$ cat src/rtl/crossbar_sched_if.sv
// Bundles the per-port input flit channels, per-output channels and drop pulse of crossbar_sched.
// The scheduler connects to the slave modport; the traffic source and sink side use master.
interface crossbar_sched_if #(
  parameter int PORTS = 4,
  parameter int WIDTH = 8,
  parameter int DW    = $clog2(PORTS)
);
  logic             valid_i [PORTS];
  logic [WIDTH-1:0] data_i  [PORTS];
  logic [DW-1:0]    dest_i  [PORTS];
  logic             last_i  [PORTS];
  logic             ready_o [PORTS];
  logic             valid_o [PORTS];
  logic [WIDTH-1:0] data_o  [PORTS];
  logic             last_o  [PORTS];
  logic [DW-1:0]    src_o   [PORTS];
  logic             ready_i [PORTS];
  logic             drop_o;

  modport slave (
    input  valid_i, data_i, dest_i, last_i, ready_i,
    output ready_o, valid_o, data_o, last_o, src_o, drop_o
  );

  modport master (
    output valid_i, data_i, dest_i, last_i, ready_i,
    input  ready_o, valid_o, data_o, last_o, src_o, drop_o
  );
endinterface

$ cat src/rtl/crossbar_sched.sv
// Packet-aware round-robin scheduler with one registered output slot per crossbar output.
// Each output locks onto an input until that input's last flit has been accepted.
module crossbar_sched #(
  parameter int PORTS = 4,
  parameter int WIDTH = 8,
  parameter int DW    = $clog2(PORTS)
) (
  input  logic             clk_i,
  input  logic             rstn_i,
  crossbar_sched_if.slave  bus
);

  typedef enum logic {IDLE, LOCKED} lock_e;

  localparam int unsigned NP = PORTS;
  localparam logic [PORTS-1:0] ONE = {{(PORTS-1){1'b0}}, 1'b1};

  // (base + off) mod PORTS, with base < PORTS and off < PORTS
  function automatic logic [DW-1:0] wrap_add(input logic [DW-1:0] base, input int unsigned off);
    int unsigned s;
    s = 32'(base) + off;
    if (s >= NP) s = s - NP;
    return s[DW-1:0];
  endfunction

  logic [PORTS-1:0] in_valid;
  logic [PORTS-1:0] bad_dest;
  logic [PORTS-1:0] take [PORTS];

  generate
    for (genvar gi = 0; gi < PORTS; gi++) begin : g_in
      logic rdy_w;

      assign in_valid[gi] = bus.valid_i[gi];
      assign bad_dest[gi] = (32'(bus.dest_i[gi]) >= NP);

      always_comb begin
        rdy_w = 1'b0;
        for (int j = 0; j < PORTS; j++) begin
          rdy_w = rdy_w | take[j][gi];
        end
      end

      // Out-of-range destinations are swallowed so they never block the input
      assign bus.ready_o[gi] = rstn_i && (rdy_w || (bus.valid_i[gi] && bad_dest[gi]));
    end
  endgenerate

  assign bus.drop_o = rstn_i && (|(in_valid & bad_dest));

  generate
    for (genvar gi = 0; gi < PORTS; gi++) begin : g_out
      lock_e            state_q, state_d;
      logic [DW-1:0]    owner_q, owner_d;
      logic [DW-1:0]    ptr_q, ptr_d;
      logic             valid_q, valid_d;
      logic [WIDTH-1:0] data_q, data_d;
      logic             last_q, last_d;
      logic [DW-1:0]    src_q, src_d;

      logic [PORTS-1:0] elig;
      logic             gnt_vld;
      logic [DW-1:0]    gnt_idx;
      logic             can_load;

      for (genvar gk = 0; gk < PORTS; gk++) begin : g_elig
        assign elig[gk] = bus.valid_i[gk] && (bus.dest_i[gk] == DW'(gi)) &&
                          ((state_q == IDLE) || (owner_q == DW'(gk)));
      end

      assign can_load = !valid_q || bus.ready_i[gi];

      // Scan downward so the closest eligible input at or after ptr wins
      always_comb begin
        gnt_vld = 1'b0;
        gnt_idx = '0;
        for (int off = PORTS - 1; off >= 0; off--) begin
          if (elig[wrap_add(ptr_q, unsigned'(off))]) begin
            gnt_vld = 1'b1;
            gnt_idx = wrap_add(ptr_q, unsigned'(off));
          end
        end
      end

      assign take[gi] = (gnt_vld && can_load) ? (ONE << gnt_idx) : '0;

      always_comb begin
        state_d = state_q;
        owner_d = owner_q;
        ptr_d   = ptr_q;
        valid_d = valid_q;
        data_d  = data_q;
        last_d  = last_q;
        src_d   = src_q;
        if (gnt_vld && can_load) begin
          valid_d = 1'b1;
          data_d  = bus.data_i[gnt_idx];
          last_d  = bus.last_i[gnt_idx];
          src_d   = gnt_idx;
          if (bus.last_i[gnt_idx]) begin
            state_d = IDLE;
            ptr_d   = wrap_add(gnt_idx, 1);
          end else begin
            state_d = LOCKED;
            owner_d = gnt_idx;
          end
        end else if (bus.ready_i[gi]) begin
          valid_d = 1'b0;
        end
      end

      always_ff @(posedge clk_i) begin
        if (!rstn_i) begin
          state_q <= IDLE;
          owner_q <= '0;
          ptr_q   <= '0;
          valid_q <= 1'b0;
          data_q  <= '0;
          last_q  <= 1'b0;
          src_q   <= '0;
        end else begin
          state_q <= state_d;
          owner_q <= owner_d;
          ptr_q   <= ptr_d;
          valid_q <= valid_d;
          data_q  <= data_d;
          last_q  <= last_d;
          src_q   <= src_d;
        end
      end

      assign bus.valid_o[gi] = valid_q;
      assign bus.data_o[gi]  = data_q;
      assign bus.last_o[gi]  = last_q;
      assign bus.src_o[gi]   = src_q;
    end
  endgenerate

endmodule

$ cat src/flat_wrapper.sv
// flat-port wrapper written by rule: the top's interface ports become plain ports
module crossbar_sched_flat 
#(
  parameter int PORTS = 4,
  parameter int WIDTH = 8,
  parameter int DW    = $clog2(PORTS)
)
  (clk_i, rstn_i, bus_valid_i, bus_data_i, bus_dest_i, bus_last_i, bus_ready_i, bus_ready_o, bus_valid_o, bus_data_o, bus_last_o, bus_src_o, bus_drop_o);
  crossbar_sched_if #(.PORTS(PORTS), .WIDTH(WIDTH), .DW(DW)) bus_i ();
  input  logic clk_i;
  input  logic rstn_i;
  input wire logic [$bits(bus_i.valid_i)-1:0] bus_valid_i;
  input wire logic [$bits(bus_i.data_i)-1:0] bus_data_i;
  input wire logic [$bits(bus_i.dest_i)-1:0] bus_dest_i;
  input wire logic [$bits(bus_i.last_i)-1:0] bus_last_i;
  input wire logic [$bits(bus_i.ready_i)-1:0] bus_ready_i;
  output wire logic [$bits(bus_i.ready_o)-1:0] bus_ready_o;
  output wire logic [$bits(bus_i.valid_o)-1:0] bus_valid_o;
  output wire logic [$bits(bus_i.data_o)-1:0] bus_data_o;
  output wire logic [$bits(bus_i.last_o)-1:0] bus_last_o;
  output wire logic [$bits(bus_i.src_o)-1:0] bus_src_o;
  output wire logic [$bits(bus_i.drop_o)-1:0] bus_drop_o;
  assign bus_i.valid_i = {>>{bus_valid_i}};
  assign bus_i.data_i = {>>{bus_data_i}};
  assign bus_i.dest_i = {>>{bus_dest_i}};
  assign bus_i.last_i = {>>{bus_last_i}};
  assign bus_i.ready_i = {>>{bus_ready_i}};
  assign bus_ready_o = {>>{bus_i.ready_o}};
  assign bus_valid_o = {>>{bus_i.valid_o}};
  assign bus_data_o = {>>{bus_i.data_o}};
  assign bus_last_o = {>>{bus_i.last_o}};
  assign bus_src_o = {>>{bus_i.src_o}};
  assign bus_drop_o = bus_i.drop_o;
  crossbar_sched #(.PORTS(PORTS), .WIDTH(WIDTH), .DW(DW)) u_core (.clk_i(clk_i), .rstn_i(rstn_i), .bus(bus_i));
endmodule
$ cat config.mk
export PLATFORM = sky130hd
export DESIGN_NAME = crossbar_sched_flat
export DESIGN_NICKNAME = d
export VERILOG_FILES = /design/src/rtl/crossbar_sched_if.sv /design/src/rtl/crossbar_sched.sv /design/src/flat_wrapper.sv
export SDC_FILE = /design/constraint.sdc
export NUM_CORES = 1
export LEC_CHECK = 0
export ABC_CLOCK_PERIOD_IN_PS = 2320
export CAP_MARGIN = 20
export CORE_ASPECT_RATIO = 2
export CORE_MARGIN = 10
export CORE_UTILIZATION = 46
export CTS_BUF_LIST = sky130_fd_sc_hd__clkbuf_4 sky130_fd_sc_hd__clkbuf_8
export CTS_CLUSTER_DIAMETER = 60
export DETAILED_ROUTE_END_ITERATION = 10
export GPL_TIMING_DRIVEN = 0
export PLACE_DENSITY = 0.8
export SETUP_SLACK_MARGIN = 0.4
export SYNTH_ARGS = -nofsm -noshare
export SYNTH_HDL_FRONTEND = slang
export SYNTH_SLANG_ARGS = --single-unit
$ cat constraint.sdc
create_clock -name clk_i -period 2.32 [get_ports clk_i]
set_input_delay 0.348 -clock clk_i [delete_from_list [all_inputs] [get_ports clk_i]]
set_output_delay 0.348 -clock clk_i [all_outputs]
set_load 0.05 [all_outputs]
==> run summary <==
Outcome: finished, violations left
Failing checks: setup timing
Via density: 6.60
CTS sink count: 68
Via count: 5675
First-pass GRT wire length: 31900 um
GP Congestion: 0.934
Row cnt: 51
Ys flop type: dfxtp_1
Cell taking the most area after synthesis: dfxtp_1
Avg Inst Size Synth: 8.79 sq um
Total Power: 4.79 mW
Worst slack, placed: -1.62 ns
Clk_lat worst skew: 0.36 ns
Hold WC Path Type: flop to flop
Worst-case reg-to-reg path depth: 14
Routed wire length: 24000 um
Wire per inst: 27.9 um
Min-delay src: u_core.g_out[2].data_q[5]
Final hold violations: 0
WP data required: 1.97 ns
Worst Hold Slack: 0.481 ns
Min setup slack post-route: -0.696 ns
Io pins: 107
Worst flop-to-flop path startpoint: u_core.g_out[1].owner_q[0]
Vias in the first global route: 5720
Gr ovfl total: 0
Share of layout cells above drive strength 1: 47.3%
CTS Hold Buffers Added: 0
Largest net degree at the start of global routing: 11
Worst hold path depth: 2
Die width: 90.9 um
Main area contributors after synthesis: dfxtp_1, mux2i_1, mux2_2, nand2_1, a21oi_1
Total negative slack: -8.31 ns
Die area: 14700 sq um
Initial antenna violation count: 0
Synth top area share: 29.4%
Maximum root-to-sink buffer count: 2
Synthesized area: 4620 sq um
Synth-to-layout area growth: 77.1%
CP Class: flop to output port
Worst-path clk slew: 0.08 ns
Synth warn: 0
Inserted Diodes: 0
Crit share post-route: 130%
Worst Path Max Fanout: 4
DP Wirelength: 13500 um
RSZ-0062 raised after global routing: yes
Die height: 162 um
WHS Endpoint: u_core.g_out[2].data_q[5]
Mapped Cells: 526
CTS tree: built
Max Clock Freq: 332 MHz
Seq/Total Area, Yosys: 29.4%
Synth Register Bits: 68
Root Buffer: clkbuf_8
Pleak: 3.22 nW
Syn_nets: 584
Iteration-0 DRC Markers: 564
Post-synth EDFFs: 0
Layout Nets: 781
Min Tclk post-route: 3.02 ns
Power per Cell Area: 584 nW/um^2
End of the worst register-to-register path: u_core.g_out[1].ptr_q[1]
DRC errors left: 0
Input/output buffers: 103
Count of cell types in the netlist: 67
Setup crit end kind: output port
# setup viols final: 38
Ys async rst share: 0%
Starting Density: 47.4%
Max-slew headroom: 21.4%
Top cells by count, synth: mux2i_1, dfxtp_1, nand2_1, a21oi_1, mux2_2
CORE AREA: 9760 sq um
Peak VDD IR: 0.000508 V
DR pass1 iterations: 6
TritonCTS Buffers: 9
Most common cell in the netlist: mux2i_1
Routed Antenna Nets: 0
Htree depth: 3
Arrival @ worst endpoint: 2.67 ns
Reg2Reg Setup Slack: -0.45 ns
Worst-Margin Slew: 1.18 ns
Gr usage total: 27.3%
Fin. max-slew vios: 0
Startpoint Class: flop
MaxCap Viol Count: 0
Layout Skew: 0.0128 ns
Final core utilization: 83.9%
-- per-layer routing --
| metal | part of all wire (%) | vias up | GRT usage [%] | routed length (um) |
|---|---|---|---|---|
| met3 | 7.8 | 175 | 6.42 | 1870 |
| met5 | 0 | - | 0 | 0 |
| met2 | 49 | 453 | 48.7 | 11900 |
| met1 | 33 | 2700 | 26.7 | 8000 |
| met4 | 9.6 | 0 | 20.4 | 2300 |
| li1 | - | 2347 | - | - |
-- metrics by stage --
step | cells | cell area, sq um
global placement | 761 | 6050
floorplan | 526 | 4860
detailed placement | 761 | 6050
finish | 860 | 8190
global route | 860 | 8190
CTS | 838 | 7580
-- worst max-delay path, cell delays in order, from the launching register on --
cell      delay, ns
dfxtp_4        0.37
o21a_4         0.24
or3_4          0.35
a21boi_4       0.16
o211ai_4       0.25
inv_2          0.10
ha_1           0.23
a32oi_4        0.30
a21oi_4        0.11
buf_6          0.20
-- placed cells by master (no fill, tap or decap), drive strengths merged, types with 3 or more instances in the layout --
cell	synthesis	routed
nor3b	3	3
ha	4	4
o221ai	10	10
dlymetal6s2s	0	5
mux2i	78	78
buf	26	114
mux2	29	29
a2111oi	4	4
o211a	3	3
a21oi	40	40
o22ai	27	27
nand2b	17	17
o21ai	16	16
nor3	10	10
clkdlybuf4s50	0	75
and3	3	3
o21a	6	6
nor4	4	4
and3b	3	3
nand3	13	13
inv	13	13
clkbuf	16	30
dlygate4sd2	0	17
o22a	4	4
a21bo	3	3
dfxtp	68	68
nor2b	11	11
nand2	61	61
a211oi	7	7
nor2	14	14
-- cell type report --
type / instances / area (sq um)
timing repair buffer: 186 / 1890
clock inverter: 1 / 5.00
multi-input combinational: 403 / 4070
buffer: 42 / 413
sequential: 68 / 1410
clock buffer: 15 / 188
inverter: 13 / 53.8
fill: 474 / 1580
tap: 132 / 165
-- flip-flops by register name, summed over array words and instances, names as in the netlist --
name	flops
u_core.g_out.data_q	32
u_core.g_out.owner_q	8
u_core.g_out.ptr_q	8
u_core.g_out.src_q	8
u_core.g_out.last_q	4
u_core.g_out.state_q	4
u_core.g_out.valid_q	4
-- worst max path at each step --
| stage | from | end | slack [ns] | cells past startpoint |
|---|---|---|---|---|
| floorplan | u_core.g_out[0].owner_q[1] | bus_ready_o[0] | -0.06 | 9 |
| global placement | bus_dest_i[7] | bus_ready_o[0] | -1.58 | 8 |
| detailed placement | bus_dest_i[7] | bus_ready_o[0] | -1.62 | 8 |
| CTS | u_core.g_out[0].owner_q[1] | bus_ready_o[0] | -0.53 | 11 |
| global route | u_core.g_out[3].owner_q[0] | bus_ready_o[0] | -0.73 | 9 |
| finish | u_core.g_out[3].owner_q[0] | bus_ready_o[0] | -0.70 | 9 |
-- report_power, final --
group / switching (mW) / internal, mW / leakage (nW)
clock: 0.484 / 0.512 / 0.104
combinational: 1.30 / 1.10 / 2.55
sequential: 0.114 / 1.28 / 0.565
total: 1.90 / 2.89 / 3.22
-- timing repair --
| action | 4_1_cts | 5_1_grt |
|---|---|---|
| cloned | 5 | 0 |
| pin swaps | 61 | 33 |
| setup endpoints to repair | 76 | 71 |
| setup buffers | 56 | 22 |
| gates resized for setup | 227 | 89 |
-- kinds of logic after synthesis --
family / count (synthesis) / synth area share, %
DFF: 68 / 29.4
muxes: 108 / 24.4
AOI/OAI and AO/OA: 141 / 21.8
buffers and inverters: 55 / 6.74
and+or+nand+nor: 146 / 15.8
other: 1 / 0.0811
adders and majority gates: 4 / 1.08
xor gates and xnor gates: 3 / 0.568
(Power assumes the default switching activity.)
